### src/rtl/psum_collector.sv
// Receive side of the systolic array's south psum port: one FIFO per column,
// presenting a full output row (FWFT) only once every column holds a word.
module psum_collector #(
    parameter int col     = 8,
    parameter int psum_bw = 16,
    parameter int depth   = 16
) (
    input  logic                   clk,
    input  logic                   reset,
    input  logic [psum_bw*col-1:0] in,
    input  logic [col-1:0]         wr,
    input  logic                   rd,
    output logic [psum_bw*col-1:0] out,
    output logic                   o_valid,
    output logic                   o_full,
    output logic                   o_empty,
    output logic                   o_ovf
);

    localparam int aw = $clog2(depth);
    localparam logic [aw:0] full_cnt = (aw+1)'(depth);

    logic [psum_bw-1:0] mem    [col][depth];
    logic [aw-1:0]      wr_ptr [col];
    logic [aw-1:0]      rd_ptr [col];
    logic [aw:0]        count  [col];

    logic [col-1:0] nonempty;
    logic [col-1:0] at_depth;
    logic [col-1:0] accept;
    logic           pop;

    always_comb begin
        nonempty = '0;
        at_depth = '0;
        for (int c = 0; c < col; c++) begin
            nonempty[c] = (count[c] != '0);
            at_depth[c] = (count[c] == full_cnt);
        end
        o_valid = &nonempty;
        o_full  = |at_depth;
        o_empty = ~|nonempty;
        pop     = rd & o_valid;
        // A pop frees a slot this same cycle, so a full column may still accept.
        accept  = wr & (~at_depth | {col{pop}});
    end

    always_comb begin
        out = '0;
        if (o_valid) begin
            for (int c = 0; c < col; c++) begin
                out[psum_bw*c +: psum_bw] = mem[c][rd_ptr[c]];
            end
        end
    end

    always_ff @(posedge clk) begin
        if (!reset) begin
            for (int c = 0; c < col; c++) begin
                if (accept[c]) begin
                    mem[c][wr_ptr[c]] <= in[psum_bw*c +: psum_bw];
                end
            end
        end
    end

    always_ff @(posedge clk) begin
        if (reset) begin
            for (int c = 0; c < col; c++) begin
                wr_ptr[c] <= '0;
                rd_ptr[c] <= '0;
                count[c]  <= '0;
            end
            o_ovf <= 1'b0;
        end else begin
            for (int c = 0; c < col; c++) begin
                if (accept[c]) begin
                    wr_ptr[c] <= wr_ptr[c] + 1'b1;
                end
                if (pop) begin
                    rd_ptr[c] <= rd_ptr[c] + 1'b1;
                end
                case ({accept[c], pop})
                    2'b10:   count[c] <= count[c] + 1'b1;
                    2'b01:   count[c] <= count[c] - 1'b1;
                    default: count[c] <= count[c];
                endcase
                if (wr[c] && at_depth[c] && !pop) begin
                    o_ovf <= 1'b1;
                end
            end
        end
    end

endmodule

### config.mk
export PLATFORM = sky130hd
export DESIGN_NAME = psum_collector
export DESIGN_NICKNAME = d
export VERILOG_FILES = /design/src/rtl/psum_collector.sv
export SDC_FILE = /design/constraint.sdc
export NUM_CORES = 2
export LEC_CHECK = 0
export BUFFER_PORTS_ARGS = -buffer_cell sky130_fd_sc_hd__buf_2
export CORE_ASPECT_RATIO = 0.9
export CORE_UTILIZATION = 40
export CTS_BUF_LIST = sky130_fd_sc_hd__clkbuf_2 sky130_fd_sc_hd__clkbuf_4 sky130_fd_sc_hd__clkbuf_8
export CTS_CLUSTER_SIZE = 14
export DETAILED_ROUTE_END_ITERATION = 10
export RECOVER_POWER = 100
export SLEW_MARGIN = 15
export SYNTH_ARGS = -nofsm -noshare
export SYNTH_HDL_FRONTEND = slang
export SYNTH_SLANG_ARGS = --single-unit
### constraint.sdc
create_clock -name clk -period 4.1 [get_ports clk]
set_clock_uncertainty 0.15 [all_clocks]
set_input_delay 0.41 -clock clk [delete_from_list [all_inputs] [get_ports clk]]
set_output_delay 0.41 -clock clk [all_outputs]
set_load 0.005 [all_outputs]
==> metrics <==
ratio of cells with drive above 1 in the final layout 29.6%; syn avg cell area 22.0 µm²; final hold vios 0; max frequency 0.253 GHz; PwrDens 606 mW/mm²; Period minus WS final 3.95 ns; final worst path period share 96.3%; Met1 Wirelength 85.7 mm; slew of the pin with the lowest slew margin 1.41 ns; I/O pin count 271; fin. max-slew vios 0; TNS Setup 0 ns; initial core utilization 40.2%; Cells after Synth 3859; vias in the first global route 42574; maximum VDD drop 378 µV; Post-Layout Cell Count 7782; Die W 488 µm; RD Place Congestion 0.777; Num CTS Buffers 369; placed cell count 6978; Reg clk slew, reported paths 0.06 ns; Max Cap Viol 0; Clock Latency Late Sink 1.05 ns; clock root buffer clkbuf_8; critical path launch point type register; Min-Delay Path Class in -> reg; Crit. End Element primary output; FF-to-FF Start count[1][6]; crit path DAT 3.39 ns; uppermost routed layer met5; Worst Setup SP count[1][6]; Slew HR 6.32%; Vias 41508; gr usage total 18.0%; failing checks DRC; Num Clock Sinks 2153; initial antenna violation count 20; Top FF cell, synth edfxtp_1; Post-Route WL 193 mm; first-pass GRT wire length 284 mm; design area 0.0991 mm²; die span in y 439 µm; post-synthesis cell type count 58; Yosys top cell area share 76.0%; placement row count 160; routed vias/inst 5.33; Setup WS pre-CTS 0.0773 ns; leakage 0.0319 µW; kind of critical path reg -> out; dpl hpwl 115 mm; Post-DP Area 0.0914 mm²; met3 WL post-DR 11.3 mm; status complete, but fails checks; Met2 Routed Length 90.7 mm; clk buf depth 4; post-synthesis instance area 0.0850 mm²; I/O Buffers 270; critical path fanouts, max 15; Post-synth EDFFs 2152; drt drc 2; post-synth top area cell edfxtp_1; largest net degree at the start of global routing 100; post-route setup slack 0.151 ns; CTS tree built; Seq cells post-synth 2153; part of the Yosys area used for sequential elements 76.1%; DRT antenna net count 0; WP data required 3.54 ns; Area Growth Syn to Fin 16.7%; cells taking the most area after synthesis edfxtp_1 76%, mux4_2 16%, nor2b_1 1.0%; post-synthesis net count 4068; Hold Path Origin in[105]; synth warn 0; Clock H-tree levels 5; Routed WL per cell 24.8 µm; number of DRC markers in iteration 0 3308; ys async rst share 0%; post-layout net count 4880; first-pass detailed-route iteration total 8; endpoints failing setup 0; core area 0.211 mm²; Die ar. 0.214 mm²; total grt overflow 0
## critical path, stage by stage (launching register included)
cell and delay [ns]:
edfxtp_1 0.42, inv_1 0.11, ha_1 0.21, nor4b_4 0.15, nor4_4 0.39, nand2_8 0.24
buf_12 0.25, nor2b_1 0.40, buf_2 0.21
## path summary, 6_finish.rpt
check	cells after the start	slack (ns)	to
min	2	0.27	mem[1][569]
min reg2reg	2	0.36	o_ovf
max	8	0.15	out[45]
max reg2reg	12	0.26	mem[1][391]
## timing repair
item | 4_1_cts | 5_1_grt
hold buffers | 139 | 0
gates resized for setup | 19 | 10
pin swaps | 2 | 0
gates cloned | 2 | 0
endpoints found under the hold margin | 2211 | 0
setup endpoints to repair | 121 | 61
buffers inserted | 16 | 0
## cell families after synthesis
family,share of synthesized area [%]
xor+xnor,0.557
buf+inv,1.20
compound gates,1.12
mux,16.5
fa+ha+maj,1.08
flops,76.1
simple gates,3.50
## area by class of cell
class,instances,area (µm²)
fill,17641,112000
sequential,2153,64600
multi-input combinational,1452,19500
clock buffer,479,5950
timing repair buffer,646,4300
tap,2835,3550
clock inverter,155,958
inverter,49,186
antenna,13,32.5
## power breakdown
part / internal, µW / switching, µW
Sequential: 25200 / 744
Clock: 10000 / 8440
Combinational: 7270 / 8360
Total: 42500 / 17500
## stage by stage
| step | hold WS (ns) | util, % | total power (µW) |
|---|---|---|---|
| 6_report | 0.267 | 46.9 | 60000 |
| 4_1_cts | 0.00451 | 47.4 | 61200 |
| 5_1_grt | 0.213 | 46.9 | 62700 |
| 2_1_floorplan | 0.347 | - | 35800 |
| 3_3_place_gp | 0.349 | 43.3 | 41900 |
| 3_5_place_dp | 0.346 | 43.3 | 42000 |
## cell usage after synthesis (all sizes together) (30+ instances only)
master / number
nand2: 43
nand3: 30
inv: 48
mux2i: 66
mux4: 592
nor3: 40
buf: 85
nor2b: 137
clkbuf: 121
o21ai: 32
ha: 64
edfxtp: 2152
nor2: 114
and3: 58
## flip-flops by register name, indices dropped and copies added (netlist names)
signal,cells
count,40
mem,2048
o_ovf,1
rd_ptr,32
wr_ptr,32
## routing by layer
layer  vias to the layer above  GRT usage, %
met3                       358          3.30
met5                         -             0
met1                     22008          26.0
met2                      1258          27.5
li1                      17880             -
met4                         4          5.92
## cell usage in the layout (no fill, tap or decap), types with 31 or more instances in the layout
| master | count |
|---|---|
| nor2b_1 | 125 |
| clkinv_2 | 35 |
| mux4_2 | 592 |
| clkbuf_4 | 138 |
| o21ai_0 | 31 |
| nand2_1 | 41 |
| and3_1 | 58 |
| buf_2 | 56 |
| mux2i_1 | 66 |
| nor2_1 | 113 |
| inv_1 | 47 |
| clkinv_1 | 99 |
| buf_4 | 58 |
| ha_1 | 64 |
| dlygate4sd3_1 | 139 |
| clkbuf_2 | 106 |
| clkbuf_8 | 377 |
| edfxtp_1 | 2152 |
| clkbuf_1 | 223 |
Power figures use the tool's default switching activity.
